--- config.mk ---
export PLATFORM = sky130hd
export DESIGN_NAME = ofs_fim_pcie_ss_rx_hdr_extract_flat
export DESIGN_NICKNAME = d
export VERILOG_FILES = /design/src/rtl/ofs_fim_pcie_ss_rx_hdr_extract.sv /design/src/rtl/ofs_fim_pcie_ss_rx_hdr_extract_if.sv /design/src/flat_wrapper.sv
export SDC_FILE = /design/constraint.sdc
export NUM_CORES = 1
export LEC_CHECK = 0
export CAP_MARGIN = 25
export CORE_AREA = 10 10 644 646
export DETAILED_ROUTE_END_ITERATION = 10
export DIE_AREA = 0 0 654 656
export GPL_ROUTABILITY_DRIVEN = 1
export PLACE_DENSITY = 0.3
export SLEW_MARGIN = 10
export SYNTH_ARGS = -nofsm -noshare
export SYNTH_HDL_FRONTEND = slang
export SYNTH_SLANG_ARGS = --single-unit
--- constraint.sdc ---
create_clock -name clk -period 132.8 [get_ports clk]
set_input_delay 19.92 -clock clk [delete_from_list [all_inputs] [get_ports clk]]
set_output_delay 19.92 -clock clk [all_outputs]
set_load 0.02 [all_outputs]
--- src/rtl/ofs_fim_pcie_ss_rx_hdr_extract.sv ---
// ---------------------------------------------------------------------------
// ofs_fim_pcie_ss_shims_pkg
//
// Per-packet tuser layout shared by the PCIe SS shims. hdr holds the PCIe SS
// header when hvalid is set; last_segment mirrors tlast on non-header beats.
// ---------------------------------------------------------------------------
package ofs_fim_pcie_ss_shims_pkg;
  localparam int SS_HDR_WIDTH = 256;

  typedef struct packed {
    logic                    dm_mode;
    logic                    last_segment;
    logic                    hvalid;
    logic [SS_HDR_WIDTH-1:0] hdr;
  } t_tuser_seg;
endpackage

// ---------------------------------------------------------------------------
// ofs_fim_pcie_ss_rx_hdr_extract
//
// Purpose : Consumes the aligned RX stream (at most one SOP per beat, always in
//           slot 0) whose SOP beat carries an in-band HDR_WIDTH-bit header in
//           the low bytes. The header moves to out tuser.hdr and the payload is
//           shifted down so payload byte 0 sits at tdata bit 0.
//
// Ports   :
//   clk     clock
//   rst_n   synchronous active-low reset
//   i_in    slave  side: aligned stream with in-band header
//   o_out   master side: byte-0 aligned payload, header in tuser
//
// Datapath: every output beat is {low H bytes of the current input beat,
//           upper B-H bytes of the previous input beat}. The upper part of
//           each accepted beat is kept in r_carry_*. When the last input beat
//           still has bytes above H, one extra TAIL beat flushes the carry.
// ---------------------------------------------------------------------------
module ofs_fim_pcie_ss_rx_hdr_extract
  import ofs_fim_pcie_ss_shims_pkg::*;
#(
  parameter int TDATA_WIDTH = 512,
  parameter int HDR_WIDTH   = 256,
  parameter int TUSER_WIDTH = $bits(t_tuser_seg)
) (
  input  logic                                   clk,
  input  logic                                   rst_n,
  ofs_fim_pcie_ss_rx_hdr_extract_if.slave        i_in,
  ofs_fim_pcie_ss_rx_hdr_extract_if.master       o_out
);

  localparam int B     = TDATA_WIDTH / 8;          // bytes per beat
  localparam int H     = HDR_WIDTH / 8;            // header bytes
  localparam int CW    = TDATA_WIDTH - HDR_WIDTH;  // carried data bits
  localparam int CKW   = B - H;                    // carried keep bits
  localparam int SEG_W = $bits(t_tuser_seg);

  typedef enum logic [1:0] {
    ST_IDLE = 2'd0,
    ST_BODY = 2'd1,
    ST_TAIL = 2'd2
  } t_state;

  // ---------------------------------------------------------------- state
  t_state                 r_state;
  logic [CW-1:0]          r_carry_data;
  logic [CKW-1:0]         r_carry_keep;
  logic                   r_hdr_pend;
  t_tuser_seg             r_hdr_tuser;

  // Registered output stage
  logic                   r_out_tvalid;
  logic [TDATA_WIDTH-1:0] r_out_tdata;
  logic [B-1:0]           r_out_tkeep;
  logic                   r_out_tlast;
  t_tuser_seg             r_out_tuser;

  // ---------------------------------------------------------------- wires
  logic                   w_advance;
  logic                   w_in_fire;
  logic                   w_sop;
  logic                   w_upper_keep_nz;
  logic                   w_body_last;
  t_tuser_seg             w_in_tuser;
  t_tuser_seg             w_sop_tuser;
  logic [HDR_WIDTH-1:0]   w_in_lo_data;
  logic [CW-1:0]          w_in_hi_data;
  logic [H-1:0]           w_in_lo_keep;
  logic [CKW-1:0]         w_in_hi_keep;

  // Non-header beats carry only the last_segment marker.
  function automatic t_tuser_seg f_cont_tuser(input logic last);
    t_tuser_seg t;
    t              = '0;
    t.last_segment = last;
    return t;
  endfunction

  // The output register may load whenever it is empty or being drained.
  assign w_advance   = !r_out_tvalid || o_out.tready;
  // TAIL owns the output slot for one beat, so no input is taken then.
  assign i_in.tready = w_advance && (r_state != ST_TAIL);
  assign w_in_fire   = i_in.tvalid && i_in.tready;

  assign w_in_tuser      = SEG_W'(i_in.tuser);
  assign w_sop           = w_in_tuser.hvalid;
  assign w_in_lo_data    = i_in.tdata[HDR_WIDTH-1:0];
  assign w_in_hi_data    = i_in.tdata[TDATA_WIDTH-1:HDR_WIDTH];
  assign w_in_lo_keep    = i_in.tkeep[H-1:0];
  assign w_in_hi_keep    = i_in.tkeep[B-1:H];
  assign w_upper_keep_nz = |w_in_hi_keep;
  // A last beat with bytes above H spills into a TAIL beat, so the merged
  // beat only closes the packet when the upper half is empty.
  assign w_body_last     = i_in.tlast && !w_upper_keep_nz;

  // Captured tuser with the header moved into the side-band field.
  always_comb begin
    w_sop_tuser        = w_in_tuser;
    w_sop_tuser.hdr    = w_in_lo_data;
    w_sop_tuser.hvalid = 1'b1;
  end

  // ---------------------------------------------------------------- FSM
  always_ff @(posedge clk) begin
    if (!rst_n) begin
      r_state      <= ST_IDLE;
      r_out_tvalid <= 1'b0;
      r_hdr_pend   <= 1'b0;
      r_carry_keep <= '0;
    end else if (w_advance) begin
      // Output slot is free this cycle; it stays empty unless a beat lands.
      r_out_tvalid <= 1'b0;

      unique case (r_state)
        ST_IDLE, ST_BODY: begin
          if (w_in_fire) begin
            if (w_sop) begin
              // New packet. An SOP seen in BODY abandons the open packet:
              // its carry is overwritten here and never emitted.
              r_hdr_tuser  <= w_sop_tuser;
              r_carry_data <= w_in_hi_data;
              r_carry_keep <= w_in_hi_keep;
              if (i_in.tlast) begin
                r_out_tvalid <= 1'b1;
                r_out_tdata  <= {{HDR_WIDTH{1'b0}}, w_in_hi_data};
                r_out_tkeep  <= {{H{1'b0}}, w_in_hi_keep};
                r_out_tlast  <= 1'b1;
                r_out_tuser  <= w_sop_tuser;
                r_hdr_pend   <= 1'b0;
                r_state      <= ST_IDLE;
              end else begin
                // Header is held until the first merged beat can go out.
                r_hdr_pend   <= 1'b1;
                r_state      <= ST_BODY;
              end
            end else if (r_state == ST_BODY) begin
              r_carry_data <= w_in_hi_data;
              r_carry_keep <= w_in_hi_keep;
              r_out_tvalid <= 1'b1;
              r_out_tdata  <= {w_in_lo_data, r_carry_data};
              r_out_tkeep  <= {w_in_lo_keep, r_carry_keep};
              r_out_tlast  <= w_body_last;
              r_out_tuser  <= r_hdr_pend ? r_hdr_tuser : f_cont_tuser(w_body_last);
              r_hdr_pend   <= 1'b0;
              if (!i_in.tlast) begin
                r_state <= ST_BODY;
              end else if (w_upper_keep_nz) begin
                r_state <= ST_TAIL;
              end else begin
                r_state <= ST_IDLE;
              end
            end
            // Non-SOP beat in IDLE: dropped without touching any state.
          end
        end

        ST_TAIL: begin
          r_out_tvalid <= 1'b1;
          r_out_tdata  <= {{HDR_WIDTH{1'b0}}, r_carry_data};
          r_out_tkeep  <= {{H{1'b0}}, r_carry_keep};
          r_out_tlast  <= 1'b1;
          r_out_tuser  <= f_cont_tuser(1'b1);
          r_state      <= ST_IDLE;
        end

        default: begin
          r_state <= ST_IDLE;
        end
      endcase
    end
  end

  // ---------------------------------------------------------------- outputs
  assign o_out.tvalid = r_out_tvalid;
  assign o_out.tdata  = r_out_tdata;
  assign o_out.tkeep  = r_out_tkeep;
  assign o_out.tlast  = r_out_tlast;
  assign o_out.tuser  = TUSER_WIDTH'(r_out_tuser);

  // ---------------------------------------------------------------- checks
  // Upstream contract: packets start with an SOP beat, and no SOP arrives
  // while a packet is open.
  a_sop_in_idle: assert property (@(posedge clk) disable iff (!rst_n)
    (w_in_fire && (r_state == ST_IDLE)) |-> w_sop);

  a_no_sop_in_body: assert property (@(posedge clk) disable iff (!rst_n)
    (w_in_fire && (r_state == ST_BODY)) |-> !w_sop);

  // Byte enables are a contiguous run starting at bit 0.
  a_keep_contig: assert property (@(posedge clk) disable iff (!rst_n)
    i_in.tvalid |-> ((i_in.tkeep & (i_in.tkeep + B'(1))) == '0));

endmodule

--- src/rtl/ofs_fim_pcie_ss_rx_hdr_extract_if.sv ---
// ---------------------------------------------------------------------------
// ofs_fim_pcie_ss_rx_hdr_extract_if
//
// Purpose : AXI-Stream style beat bus used on both sides of the RX header
//           extractor (aligned in-band stream in, side-band header stream out).
//
// Signals :
//   tvalid  beat valid (driven by master)
//   tready  beat accepted when tvalid && tready (driven by slave)
//   tdata   TDATA_WIDTH data bits
//   tkeep   TDATA_WIDTH/8 byte enables, contiguous from bit 0
//   tlast   end of packet
//   tuser   packed ofs_fim_pcie_ss_shims_pkg::t_tuser_seg
//
// Modports: master (drives the beat), slave (consumes the beat).
// ---------------------------------------------------------------------------
interface ofs_fim_pcie_ss_rx_hdr_extract_if #(
  parameter int TDATA_WIDTH = 512,
  // Default matches $bits(ofs_fim_pcie_ss_shims_pkg::t_tuser_seg); instantiators
  // should pass that expression explicitly.
  parameter int TUSER_WIDTH = 259
);
  logic                     tvalid;
  logic                     tready;
  logic [TDATA_WIDTH-1:0]   tdata;
  logic [TDATA_WIDTH/8-1:0] tkeep;
  logic                     tlast;
  logic [TUSER_WIDTH-1:0]   tuser;

  modport master (
    output tvalid,
    output tdata,
    output tkeep,
    output tlast,
    output tuser,
    input  tready
  );

  modport slave (
    input  tvalid,
    input  tdata,
    input  tkeep,
    input  tlast,
    input  tuser,
    output tready
  );
endinterface

--- src/flat_wrapper.sv ---
// flat-port wrapper written by rule: the top's interface ports become plain ports
module ofs_fim_pcie_ss_rx_hdr_extract_flat import ofs_fim_pcie_ss_shims_pkg::*;
#(
  parameter int TDATA_WIDTH = 512,
  parameter int HDR_WIDTH   = 256,
  parameter int TUSER_WIDTH = $bits(t_tuser_seg)
)
  (clk, rst_n, i_in_tvalid, i_in_tdata, i_in_tkeep, i_in_tlast, i_in_tuser, i_in_tready, o_out_tvalid, o_out_tdata, o_out_tkeep, o_out_tlast, o_out_tuser, o_out_tready);
  ofs_fim_pcie_ss_rx_hdr_extract_if #(.TDATA_WIDTH(TDATA_WIDTH), .TUSER_WIDTH(TUSER_WIDTH)) i_in_i ();
  ofs_fim_pcie_ss_rx_hdr_extract_if #(.TDATA_WIDTH(TDATA_WIDTH), .TUSER_WIDTH(TUSER_WIDTH)) o_out_i ();
  input  logic clk;
  input  logic rst_n;
  input wire logic [$bits(i_in_i.tvalid)-1:0] i_in_tvalid;
  input wire logic [$bits(i_in_i.tdata)-1:0] i_in_tdata;
  input wire logic [$bits(i_in_i.tkeep)-1:0] i_in_tkeep;
  input wire logic [$bits(i_in_i.tlast)-1:0] i_in_tlast;
  input wire logic [$bits(i_in_i.tuser)-1:0] i_in_tuser;
  output wire logic [$bits(i_in_i.tready)-1:0] i_in_tready;
  output wire logic [$bits(o_out_i.tvalid)-1:0] o_out_tvalid;
  output wire logic [$bits(o_out_i.tdata)-1:0] o_out_tdata;
  output wire logic [$bits(o_out_i.tkeep)-1:0] o_out_tkeep;
  output wire logic [$bits(o_out_i.tlast)-1:0] o_out_tlast;
  output wire logic [$bits(o_out_i.tuser)-1:0] o_out_tuser;
  input wire logic [$bits(o_out_i.tready)-1:0] o_out_tready;
  assign i_in_i.tvalid = i_in_tvalid;
  assign i_in_i.tdata = i_in_tdata;
  assign i_in_i.tkeep = i_in_tkeep;
  assign i_in_i.tlast = i_in_tlast;
  assign i_in_i.tuser = i_in_tuser;
  assign i_in_tready = i_in_i.tready;
  assign o_out_tvalid = o_out_i.tvalid;
  assign o_out_tdata = o_out_i.tdata;
  assign o_out_tkeep = o_out_i.tkeep;
  assign o_out_tlast = o_out_i.tlast;
  assign o_out_tuser = o_out_i.tuser;
  assign o_out_i.tready = o_out_tready;
  ofs_fim_pcie_ss_rx_hdr_extract #(.TDATA_WIDTH(TDATA_WIDTH), .HDR_WIDTH(HDR_WIDTH), .TUSER_WIDTH(TUSER_WIDTH)) u_core (.clk(clk), .rst_n(rst_n), .i_in(i_in_i), .o_out(o_out_i));
endmodule
==> impl_results.md <==
- Status: completed
- Core Region: 402000 sq um
- Max-slew violation count: 0
- GRT met1 Usage: approximately 16%
- Via Count: roughly 30000
- Initial antenna violation count: between 100 and 150
- # hold bufs at CTS: 0
- CTS Buffer Depth: 4
- Met2 GRT Util: between 20% and 30%
- Pwr dens: 14.2 nW/um^2
- Mean Syn Cell Area: 20.1 sq um
- Worst Path Required: 112880 ps
- CTS Buf Count: about 190
- Setup WS post-layout: around 91000 ps
- Ys async rst share: 0%
- I/O Pins: ~1700
- Leakage Power: 24.4 nW
- Filler cell count: approximately 43000
- Crit Path Max Fanout: 3
- FF-to-FF End: u_core.o_out.tuser[193]
- Post-route ant nets: 0
- Vias in the first global route: approximately 32000
- Tot Pwr: 1.09 mW
- Max cap viols: 0
- Fmax achieved: 24.2 MHz
- Die width: about 650 microns
- WL per Instance: 29.9 microns
- DIE AREA: roughly 430000 sq um
- Largest net degree at the start of global routing: ~170
- # nets final: 4859
- Clock skew: about 60 ps
- Crit path kind: in2out
- Utilization after layout: 19.1%
- Global Route Usage Sum: between 10 and 15%
- Setup TNS: 0 ps
- Die height: between 600 and 700 microns
- M3 GR Usage: under 10%
- Post-synthesis cell area: ~50000 sq um
- Clk sink count: ~1400
- R2R Path Start: u_core.r_state[1]
- Max rail drop VDD: 10.7 uV
- Setup violators final: 0
- Worst-skew pair later-pin latency: approximately 880 ps
- Mapped Cells: about 2500
- Post_cts resized: 0
- Gr ovfl total: 0
- Yosys top cell area share: between 80% and 90%
- Post-synth top flop: edfxtp_1
- Crit share post-route: 31.2%
- Most frequent cells in the layout: clkdlybuf4s50_1, edfxtp_1, and2_1
- Pre-antenna DRT Iters: 5
- GPL Wtd Cong: 0.770
- First-pass GRT wire length: ~360000 microns
- DRC viols: 0
- Buffers added on ports: approximately 1400
- Crit path launch type: input port
- R2R depth: 9
- Post-CTS Setup Bufs: 0
- Hpwl dp: 220000 microns
- Slew HR: between 20% and 30%
- Post-synthesis sequential area ratio: between 80% and 90%
- Post-synth EDFFs: 1350
- Crit path from: o_out_tready
- Crit path DAT: roughly 21000 ps
- Unique masters post-synth: 31
- Site Rows: between 200 and 250
- Hold Fails Final Rpt: 0
- Ranking of synthesized cells by area: edfxtp_1, mux2_2, a22o_1
- Reg clk slew, reported paths: roughly 50 ps
- Initial DRC count: about 2000
- Htree depth: 4
- Final hold slack: between 400 and 500 ps
- Multi-input logic area: ~8000 sq um
- Most Used Layer, Global Route: met2
- Area Growth Syn to Fin: 52.5%
- Share of post-route cells with drive strength above 1: approximately 14%
- Storage cell area: between 40000 and 50000 sq um
- Starting Density: between 10% and 20%
- Root Buffer: clkbuf_16
- Drt via density: 3.19
- Post-Route WL: around 280000 microns
- Worst Setup EP: i_in_tready
- CTS tree: built
- Crit end category: output port
- Commonest non-fill, non-tap cell in the layout: clkdlybuf4s50_1
- FF-to-FF setup slack: between 100000 and 150000 ps
- Syn_nets: ~3300
- RSZ-0062 raised after global routing: no
- Worst Tran Pin Value: 1120 ps
- Crit path time final: 41380 ps
- Setup WS pre-CTS: around 90000 ps
- Yosys Warn Count: 0
- Post-synth top area cell: edfxtp_1
- #FFs+latches synth: 1386
- Worst hold path class: reg2reg
-- area by class of cell --
cell class / count / share of cell area (%)
flip-flops and latches: 1386 / 53.8
repair buffers: 1466 / 19.1
multi-input cells: 977 / 10.6
well taps: 5287 / 8.63
clock buffers: 237 / 6.44
clock inverters: 100 / 1.28
diodes: 20 / 0.0653
inverters: 2 / 0.00979
-- registers in the layout, summed over array words and instances, names as in the netlist --
name / flops
u_core.r_carry_data: 256
u_core.o_out.tdata: 512
u_core.o_out.tlast: 1
u_core.r_hdr_tuser: 258
u_core.r_state: 2
u_core.o_out.tkeep: 64
u_core.r_hdr_pend: 1
u_core.o_out.tuser: 259
u_core.r_carry_keep: 32
u_core.o_out.tvalid: 1
-- power breakdown --
group,total (mW),internal [mW],leakage [nW],switching (mW)
Clock,0.503,0.293,2.90,0.211
Combinational,0.0867,0.0382,8.83,0.0485
Sequential,0.500,0.496,12.7,0.00401
-- worst min path at each step --
stage / depth (start not counted) / startpoint / endpoint / slack (ps)
after detailed placement: 2 / u_core.r_carry_keep[7] / u_core.r_carry_keep[7] / 460
after global routing: 2 / u_core.r_carry_keep[22] / u_core.r_carry_keep[22] / 490
after floorplan: 2 / u_core.r_carry_keep[10] / u_core.r_carry_keep[10] / 440
after CTS: 2 / u_core.r_carry_keep[2] / u_core.r_carry_keep[2] / 470
final: 2 / u_core.r_carry_keep[18] / u_core.r_carry_keep[18] / 460
after global placement: 2 / u_core.r_carry_keep[29] / u_core.r_carry_keep[29] / 470
-- kinds of logic after synthesis --
group	after synthesis	share of synthesized area [%]
compound gates	302	5.14
buf+inv	133	1.82
flops	1386	82.1
mux	289	6.47
simple gates	386	4.50
-- Yosys cell counts (2+ instances only) --
cell	count
nor2b_1	3
nand3_1	3
a22o_1	257
buf_6	38
a21boi_0	33
clkbuf_2	2
nor4_1	8
mux2_2	289
a21oi_1	3
nor2_8	2
clkbuf_1	36
buf_2	32
nand2_1	70
edfxtp_1	1350
nor2_1	5
and2_1	290
buf_4	23
nand4_1	2
dfxtp_1	36
o21ai_0	3
-- layer usage --
metal	vias to the layer above	wire length, microns
met2	1258	129000
met1	15612	120000
met3	448	25500
met5	-	74
li1	12910	-
met4	12	7700
-- critical path: stages --
cell	delay, ps
clkdlybuf4s50_1	530
nor2b_1	90
nor2_1	160
clkdlybuf4s50_1	750
-- per-stage QoR --
| step | area [sq um] | instances |
|---|---|---|
| floorplan | 50300 | 2496 |
| global placement | 70600 | 9116 |
| detailed placement | 70700 | 9118 |
| CTS | 76600 | 9455 |
| global route | 76600 | 9459 |
| finish | 76600 | 9475 |
(Power assumes the default switching activity.)
